===== src/rtl/io_sched_if.sv =====
// Processor-side strobes and streaming channels of the I/O scheduler.
// master = processor core plus external channel endpoints, slave = io_sched.
interface io_sched_if #(
    parameter int NPORT = 4,
    parameter int NBI   = 19,
    parameter int NBO   = 28
);
    logic [NPORT-1:0]     req_in;
    logic [NBI-1:0]       io_in;
    logic [NPORT-1:0]     out_en;
    logic [NBO-1:0]       io_out;
    logic [NPORT*NBI-1:0] s_data;
    logic [NPORT-1:0]     s_valid;
    logic [NPORT-1:0]     s_ready;
    logic [NPORT*NBO-1:0] m_data;
    logic [NPORT-1:0]     m_valid;
    logic [NPORT-1:0]     m_ready;
    logic                 clr_err;
    logic [NPORT-1:0]     underrun;
    logic [NPORT-1:0]     overrun;
    logic                 bus_err;

    modport master (
        output req_in, out_en, io_out, s_data, s_valid, m_ready, clr_err,
        input  io_in, s_ready, m_data, m_valid, underrun, overrun, bus_err
    );

    modport slave (
        input  req_in, out_en, io_out, s_data, s_valid, m_ready, clr_err,
        output io_in, s_ready, m_data, m_valid, underrun, overrun, bus_err
    );
endinterface


===== src/rtl/io_sched.sv =====
// I/O port scheduler: turns the processor's one-hot read/write strobes into
// valid/ready handshakes. One-entry buffer per input port (reads never wait),
// one-entry holding register per output port (writes never stall). Because the
// core cannot be stalled, violations are reported through sticky flags.
module io_sched #(
    parameter int NPORT = 4,
    parameter int NBI   = 19,
    parameter int NBO   = 28
) (
    input logic        clk,
    input logic        rst,
    io_sched_if.slave  bus
);

    // Lowest set bit of v as a one-hot vector; extra strobes are ignored.
    function automatic logic [NPORT-1:0] lowest_one(input logic [NPORT-1:0] v);
        logic [NPORT-1:0] r;
        r = '0;
        for (int i = NPORT - 1; i >= 0; i--) begin
            if (v[i]) begin
                r    = '0;
                r[i] = 1'b1;
            end
        end
        return r;
    endfunction

    // True when more than one bit of v is set.
    function automatic logic multi_hot(input logic [NPORT-1:0] v);
        return (v & (v - NPORT'(1))) != '0;
    endfunction

    logic [NPORT-1:0]     full;
    logic [NBI-1:0]       in_buf [NPORT];
    logic [NPORT*NBO-1:0] m_data_q;
    logic [NPORT-1:0]     m_valid_q;
    logic [NPORT-1:0]     underrun_q;
    logic [NPORT-1:0]     overrun_q;
    logic                 bus_err_q;

    logic [NPORT-1:0]     rd;
    logic [NPORT-1:0]     wr;
    logic [NPORT-1:0]     s_ready_w;
    logic [NBI-1:0]       io_in_w;

    assign rd        = lowest_one(bus.req_in);
    assign wr        = lowest_one(bus.out_en);
    // A buffer being read this cycle can take a new word in the same cycle.
    assign s_ready_w = ~full | rd;

    // Zero-latency read mux: stale contents are returned if the port is empty.
    always_comb begin
        io_in_w = '0;
        for (int k = 0; k < NPORT; k++) begin
            if (rd[k]) io_in_w = in_buf[k];
        end
    end

    // Input buffers, output holding registers and sticky flags.
    always_ff @(posedge clk) begin
        if (rst) begin
            full       <= '0;
            m_data_q   <= '0;
            m_valid_q  <= '0;
            underrun_q <= '0;
            overrun_q  <= '0;
            bus_err_q  <= 1'b0;
            for (int k = 0; k < NPORT; k++) in_buf[k] <= '0;
        end else begin
            for (int k = 0; k < NPORT; k++) begin
                if (bus.s_valid[k] && s_ready_w[k]) begin
                    in_buf[k] <= bus.s_data[k*NBI +: NBI];
                    full[k]   <= 1'b1;
                end else if (rd[k]) begin
                    full[k]   <= 1'b0;
                end

                // A write wins over a completing handshake, so m_valid stays up.
                if (wr[k]) begin
                    m_data_q[k*NBO +: NBO] <= bus.io_out;
                    m_valid_q[k]           <= 1'b1;
                end else if (bus.m_ready[k]) begin
                    m_valid_q[k]           <= 1'b0;
                end
            end

            // Set events take priority over clr_err.
            underrun_q <= (underrun_q & ~{NPORT{bus.clr_err}}) | (rd & ~full);
            overrun_q  <= (overrun_q & ~{NPORT{bus.clr_err}})
                        | (wr & m_valid_q & ~bus.m_ready);
            bus_err_q  <= (bus_err_q & ~bus.clr_err)
                        | multi_hot(bus.req_in) | multi_hot(bus.out_en);
        end
    end

    assign bus.io_in    = io_in_w;
    assign bus.s_ready  = s_ready_w;
    assign bus.m_data   = m_data_q;
    assign bus.m_valid  = m_valid_q;
    assign bus.underrun = underrun_q;
    assign bus.overrun  = overrun_q;
    assign bus.bus_err  = bus_err_q;

endmodule


===== src/flat_wrapper.sv =====
// flat-port wrapper written by rule: the top's interface ports become plain ports
module io_sched_flat 
#(
    parameter int NPORT = 4,
    parameter int NBI   = 19,
    parameter int NBO   = 28
)
  (clk, rst, bus_req_in, bus_out_en, bus_io_out, bus_s_data, bus_s_valid, bus_m_ready, bus_clr_err, bus_io_in, bus_s_ready, bus_m_data, bus_m_valid, bus_underrun, bus_overrun, bus_bus_err);
  io_sched_if #(.NPORT(NPORT), .NBI(NBI), .NBO(NBO)) bus_i ();
  input logic clk;
  input logic rst;
  input wire logic [$bits(bus_i.req_in)-1:0] bus_req_in;
  input wire logic [$bits(bus_i.out_en)-1:0] bus_out_en;
  input wire logic [$bits(bus_i.io_out)-1:0] bus_io_out;
  input wire logic [$bits(bus_i.s_data)-1:0] bus_s_data;
  input wire logic [$bits(bus_i.s_valid)-1:0] bus_s_valid;
  input wire logic [$bits(bus_i.m_ready)-1:0] bus_m_ready;
  input wire logic [$bits(bus_i.clr_err)-1:0] bus_clr_err;
  output wire logic [$bits(bus_i.io_in)-1:0] bus_io_in;
  output wire logic [$bits(bus_i.s_ready)-1:0] bus_s_ready;
  output wire logic [$bits(bus_i.m_data)-1:0] bus_m_data;
  output wire logic [$bits(bus_i.m_valid)-1:0] bus_m_valid;
  output wire logic [$bits(bus_i.underrun)-1:0] bus_underrun;
  output wire logic [$bits(bus_i.overrun)-1:0] bus_overrun;
  output wire logic [$bits(bus_i.bus_err)-1:0] bus_bus_err;
  assign bus_i.req_in = bus_req_in;
  assign bus_i.out_en = bus_out_en;
  assign bus_i.io_out = bus_io_out;
  assign bus_i.s_data = bus_s_data;
  assign bus_i.s_valid = bus_s_valid;
  assign bus_i.m_ready = bus_m_ready;
  assign bus_i.clr_err = bus_clr_err;
  assign bus_io_in = bus_i.io_in;
  assign bus_s_ready = bus_i.s_ready;
  assign bus_m_data = bus_i.m_data;
  assign bus_m_valid = bus_i.m_valid;
  assign bus_underrun = bus_i.underrun;
  assign bus_overrun = bus_i.overrun;
  assign bus_bus_err = bus_i.bus_err;
  io_sched #(.NPORT(NPORT), .NBI(NBI), .NBO(NBO)) u_core (.clk(clk), .rst(rst), .bus(bus_i));
endmodule

===== config.mk =====
export PLATFORM = sky130hd
export DESIGN_NAME = io_sched_flat
export DESIGN_NICKNAME = d
export VERILOG_FILES = /design/src/rtl/io_sched_if.sv /design/src/rtl/io_sched.sv /design/src/flat_wrapper.sv
export SDC_FILE = /design/constraint.sdc
export NUM_CORES = 1
export LEC_CHECK = 0
export ABC_CLOCK_PERIOD_IN_PS = 3900
export CAP_MARGIN = 20
export CORE_AREA = 2 2 155 112
export CTS_BUF_LIST = sky130_fd_sc_hd__clkbuf_8 sky130_fd_sc_hd__clkbuf_16
export DETAILED_ROUTE_END_ITERATION = 6
export DIE_AREA = 0 0 157 114
export GPL_TIMING_DRIVEN = 1
export PLACE_DENSITY = 0.85
export SETUP_SLACK_MARGIN = 0.02
export SLEW_MARGIN = 5
export SYNTH_ARGS = -nofsm -noshare
export SYNTH_HDL_FRONTEND = slang
export SYNTH_SLANG_ARGS = --single-unit

===== constraint.sdc =====
create_clock -name clk -period 3.9 [get_ports clk]
set_clock_uncertainty 0.05 [all_clocks]
set_input_delay 0.39 -clock clk [delete_from_list [all_inputs] [get_ports clk]]
set_output_delay 0.39 -clock clk [all_outputs]
set_load 0.1 [all_outputs]

==> impl_metrics.ini, run 1 <==
[synth]
synth-seq-cells = 205
synth_area_leaders = dfxtp_1 (33%), edfxtp_1 (29%), mux2i_1 (7.1%)
yosys.area.top_type = dfxtp_1
ys.flop_type = dfxtp_1
ys_types = 37
netlist_area_um2 = 7920
yosysSeqAreaShare = 0.614
synth_edf_count = 76
synth_common_cells = nand2_1 (135), dfxtp_1 (129), and2_1 (76), edfxtp_1 (76)
synth_nets = 877
syn_area_per_cell_um2 = 10.5
async_flop_share = 0
syn_inst = 754
synth_top_area_frac = 0.326
yosysWarnings = 0
yosysMostFrequentCell = nand2_1

[setup_path]
reg2regPathDepth = 2
arrival_ns = 2.66
setup.worst_path.end_class = primary output
crit_fanout = 15
required_ns = 3.46
worstSetupPathType = primary input to primary output
critPathLaunchType = primary input

[drt]
viasPerCell = 5.14
wl_per_cell_um = 18.0
first_iter_violations = 408
dr.pass1.iters = 5
num_vias = 6461
drt_wl_total_mm = 22.6
ant_nets = 0
drc = 0

[clock_tree]
cts.sinks = 205
path_clk_slew_ns = 0.06
cts_tree = done
ctsResizeCount = 0
cts_root_buffer = clkbuf_16
cts_hold_buf = 0
cts_buffer_depth = 3
postCtsSetupBuffers = 0
clock_latency_ns = 0.50
htreeDepth = 1
cts_made_buffers = 21

[global_route]
grt_start_max_net_pins = 88
grt_pass1_wl_mm = 34.4
grt_pass1_vias = 6261
overflow = 0
antenna_found_initial = 0
grt_util_all_layers = 0.249

[floorplan]
fp.dieH_um = 114
die-area_um2 = 17900
core_area_um2 = 16600
start_util = 0.478
dieWidth_um = 157
placement_rows = 40
ios = 271

[timing]
worst_pin_slew_ns = 1.07
finalSetupTns_ns = 0
finalCritPeriodShare = 0.795
fin_crit_ns = 3.10
rsz0062_at_grt = no
setup_viol = 0
max_slew_margin = 0.288
clock.fmax_mhz = 323
hold_viol_final = 0
drv_slew = 0

[power_and_ir_drop]
p_per_area_nw_per_um2 = 468
vdd_drop_max_uv = 283
p_leak_nw = 4.41

[placed_design]
place.gp.congestion = 0.839
io_buffers = 270
placed_cell_area_um2 = 11000
dp.cells = 1219
hpwl_mm = 15.8

[final_layout]
fin_area_um2 = 11700
fillers = 1215
area_growth_pct = 47.4
drive_gt1_frac = 0.0799
antenna_cells = 0
nNetsFinal = 1134
final_cells = 1257

[run]
maxCapViolations = 0

[worst_hold_path]
whs_path_depth = 3
hold_class = primary input to flip-flop

[status]
status = completed
[layer usage]
| layer | up-vias | share of wire | global-route usage |
|---|---|---|---|
| met5 | - | 0 | 0 |
| met1 | 3047 | 0.42 | 0.330 |
| li1 | 3069 | - | - |
| met4 | 0 | 0.033 | 0.0844 |
| met3 | 47 | 0.088 | 0.0665 |
| met2 | 298 | 0.45 | 0.396 |
[flip-flops by register name, indices dropped and copies added (netlist names)]
register,count
u_core.full,4
u_core.in_buf,76
u_core.bus.bus_err,1
u_core.bus.m_data,112
u_core.bus.underrun,4
u_core.bus.m_valid,4
u_core.bus.overrun,4
[cell usage in the layout, fill, tap and decap left out, types with 2 or more instances in the layout]
cell	count
nor3b_2	2
edfxtp_1	76
a22oi_1	2
inv_1	11
clkdlybuf4s50_1	244
nor2_1	66
nor2b_1	21
clkbuf_8	4
o21ai_0	21
mux2i_1	56
clkinv_2	2
nand2_1	135
a21o_1	4
buf_12	20
buf_4	17
and2_1	76
a221oi_1	18
buf_2	2
clkinvlp_4	2
a2bb2oi_1	3
nand2b_1	7
a21oi_1	66
clkbuf_16	22
nor4b_4	2
dfxtp_1	129
[metrics by stage]
stage | util | hold slack (ns) | setup WS (ns) | total power (W)
finish | 0.705 | 0.348 | 0.801 | 0.00546
detailed placement | 0.665 | 0.396 | 0.786 | 0.00359
floorplan | - | 0.447 | 0.0600 | 0.00317
global route | 0.705 | 0.341 | 0.655 | 0.00563
CTS | 0.705 | 0.330 | 0.838 | 0.00549
global placement | 0.665 | 0.391 | 0.833 | 0.00358
[logic make-up after synthesis]
logic type / count (synthesis) / share of synthesized area
multiplexers: 56 / 0.0708
AO/OA/AOI/OAI: 123 / 0.0959
AND/OR/NAND/NOR: 315 / 0.190
buffers and inverters: 55 / 0.0297
flip-flops: 205 / 0.614
[worst max-delay path, cell delays in order]
cell             delay, ns
clkdlybuf4s50_1       0.73
buf_4                 0.36
nor2b_1               0.19
buf_4                 0.20
a221oi_1              0.08
o21ai_0               0.45
buf_12                0.24
[area by class of cell]
class | instances | area, um2 | share of cell area
inverter | 6 | 22.5 | 0.00193
timing repair buffer | 283 | 2980 | 0.255
clock buffer | 26 | 606 | 0.0519
sequential | 205 | 4860 | 0.417
multi-input combinational | 494 | 2850 | 0.244
tap | 231 | 289 | 0.0248
clock inverter | 12 | 62.6 | 0.00536
[where the power goes]
group          switching, W  internal (W)  leakage [nW]  total (W)
Combinational      0.000792      0.000363          2.18    0.00115
Clock              0.000815       0.00110         0.349    0.00192
Sequential        0.0000511       0.00234          1.88    0.00239
[final timing paths]
path                            slack, ns             startpoint                     to
worst max-delay path                 0.80          bus_req_in[1]          bus_io_in[14]
worst min-delay path                 0.35          bus_out_en[0]     u_core.bus.bus_err
worst max register to register       2.26         u_core.full[0]    u_core.in_buf[0][2]
worst min register to register       0.40  u_core.bus.m_data[47]  u_core.bus.m_data[47]
Note: power is estimated with default switching activity, not from simulation.
==> run 2, diff against run 1 <==
--- a/config.mk
+++ b/config.mk
@@ -5,14 +5,14 @@
 export SDC_FILE = /design/constraint.sdc
 export NUM_CORES = 1
 export LEC_CHECK = 0
-export ABC_CLOCK_PERIOD_IN_PS = 3900
+export ABC_CLOCK_PERIOD_IN_PS = 3300
 export CAP_MARGIN = 20
-export CORE_AREA = 2 2 155 112
+export CORE_AREA = 2 2 162 117
 export CTS_BUF_LIST = sky130_fd_sc_hd__clkbuf_8 sky130_fd_sc_hd__clkbuf_16
 export DETAILED_ROUTE_END_ITERATION = 6
-export DIE_AREA = 0 0 157 114
+export DIE_AREA = 0 0 164 119
 export GPL_TIMING_DRIVEN = 1
-export PLACE_DENSITY = 0.85
+export PLACE_DENSITY = 0.78
 export SETUP_SLACK_MARGIN = 0.02
 export SLEW_MARGIN = 5
 export SYNTH_ARGS = -nofsm -noshare
==> constraint.sdc (replaced) <==
create_clock -name clk -period 3.3 [get_ports clk]
set_clock_uncertainty 0.05 [all_clocks]
set_input_delay 0.33 -clock clk [delete_from_list [all_inputs] [get_ports clk]]
set_output_delay 0.33 -clock clk [all_outputs]
set_load 0.1 [all_outputs]
==> run 2 against run 1 <==
Non-clock buffer count up 4. Via count shrank 0.93%. Die area rose by 9.0%. Register-to-register slack worse by 0.55 ns. Setup slack got worse by 0.013 ns. Routed wire length is 1.3% lower. Combinational power is 20% higher. Sequential share of layout area down 0.23 points. Sequential power increased by 18%. First-iteration DRC count rose by 2.5%. Flip-flop and latch count did not move. Final cell count is 1.1% higher. Critical path type unchanged. Largest cell class unchanged.
==> impl_metrics.ini, run 2 (same netlist as run 1, synthesis figures left out) <==
[clock_tree]
htreeDepth = 1
cts_made_buffers = 21
cts_root_buffer = clkbuf_16
clock_latency_ns = 0.48
cts_tree = done
cts_hold_buf = 0
ctsResizeCount = 0
cts.sinks = 205
cts_buffer_depth = 3
postCtsSetupBuffers = 0
path_clk_slew_ns = 0.06

[setup_path]
worstSetupPathType = primary input to primary output
required_ns = 2.92
slowest_stage = clkdlybuf4s50_1
slowest_delay_ns = 0.69
crit_fanout = 18
path_cells = clkdlybuf4s50_1 > nor2b_2 > buf_4 > a221oi_1 > o21ai_1 > buf_12
critPathLaunchType = primary input
arrival_ns = 2.13
cpLargestDelayFamily = buffers and inverters
critPathBufInv = 3
setup.worst_path.end_class = primary output

[drt]
wl_met2_mm = 10.1
num_vias = 6401
viasPerCell = 5.04
wl_per_cell_um = 17.5
top_layer_used = met4
wl_met1_mm = 9.66
wl_met3_mm = 1.91
ant_nets = 0
drt_wl_total_mm = 22.3
drc = 0
first_iter_violations = 418
dr.pass1.iters = 5

[floorplan]
start_util = 0.434
dieWidth_um = 164
placement_rows = 42
die-area_um2 = 19500
core_area_um2 = 18200
ios = 271
fp.dieH_um = 119

[run]
maxCapViolations = 0

[power_and_ir_drop]
vdd_drop_max_uv = 500
p_per_area_nw_per_um2 = 552
p_leak_nw = 4.44

[global_route]
grt_pass1_wl_mm = 34.5
grt_start_max_net_pins = 102
grt_pass1_vias = 6412
grt_util_all_layers = 0.225
overflow = 0
antenna_found_initial = 0

[worst_hold_path]
hold_class = primary input to flip-flop

[timing]
drv_slew = 0
setup_viol = 0
hold_viol_final = 0
fin_crit_ns = 2.51
clock.fmax_mhz = 398
finalSetupTns_ns = 0
worst_pin_slew_ns = 1.04
max_slew_margin = 0.302
finalCritPeriodShare = 0.761
rsz0062_at_grt = no

[final_layout]
largest_register_ffs = 112
layout_common_cells = clkdlybuf4s50_1 (240), nand2_1 (135), dfxtp_1 (129)
nNetsFinal = 1138
final_cells = 1271
area_growth_pct = 48.2
drive_gt1_frac = 0.0884
final_common_cell = clkdlybuf4s50_1
antenna_cells = 0

[placed_design]
io_buffers = 270
place.gp.congestion = 0.867
dp.cells = 1234
hpwl_mm = 15.7

[status]
status = completed
-- run 2: final timing paths --
check / startpoint / end / slack [ns] / depth (start not counted)
hold / removal: rst / u_core.bus.underrun[3] / 0.21 / 2
setup / recovery: bus_req_in[1] / bus_io_in[11] / 0.79 / 6
setup reg to reg: u_core.full[0] / u_core.in_buf[0][13] / 1.71 / 2
hold reg to reg: u_core.bus.m_data[35] / u_core.bus.m_data[35] / 0.40 / 2
-- run 2: metrics by stage --
| step | hold slack (ns) | cell area, um2 | util | power, W | setup WS, ns |
|---|---|---|---|---|---|
| 2_1_floorplan | 0.397 | 7920 | - | 0.00375 | 0.336 |
| 3_3_place_gp | 0.391 | 11100 | 0.607 | 0.00425 | 0.705 |
| 3_5_place_dp | 0.396 | 11100 | 0.607 | 0.00426 | 0.650 |
| 4_1_cts | 0.204 | 11700 | 0.644 | 0.00654 | 0.804 |
| 5_1_grt | 0.223 | 11700 | 0.644 | 0.00671 | 0.730 |
| 6_report | 0.212 | 11700 | 0.644 | 0.00648 | 0.788 |
-- run 2: cell type report --
type | instances | area (um2)
fill | 1430 | 6490
sequential | 205 | 4860
timing repair buffer | 287 | 3030
multi-input combinational | 494 | 2850
clock buffer | 25 | 592
tap | 242 | 303
clock inverter | 12 | 78.8
inverter | 6 | 22.5
-- run 2: power breakdown --
part	switching (W)	total (W)	internal, W
sequential	0.0000551	0.00282	0.00277
combinational	0.000942	0.00138	0.000439
clock	0.000930	0.00228	0.00135
-- run 2: metal layers --
metal	up-vias	track usage
li1	3085	-
met3	41	0.0620
met2	271	0.356
met4	0	0.0636
met1	3004	0.304
met5	-	0
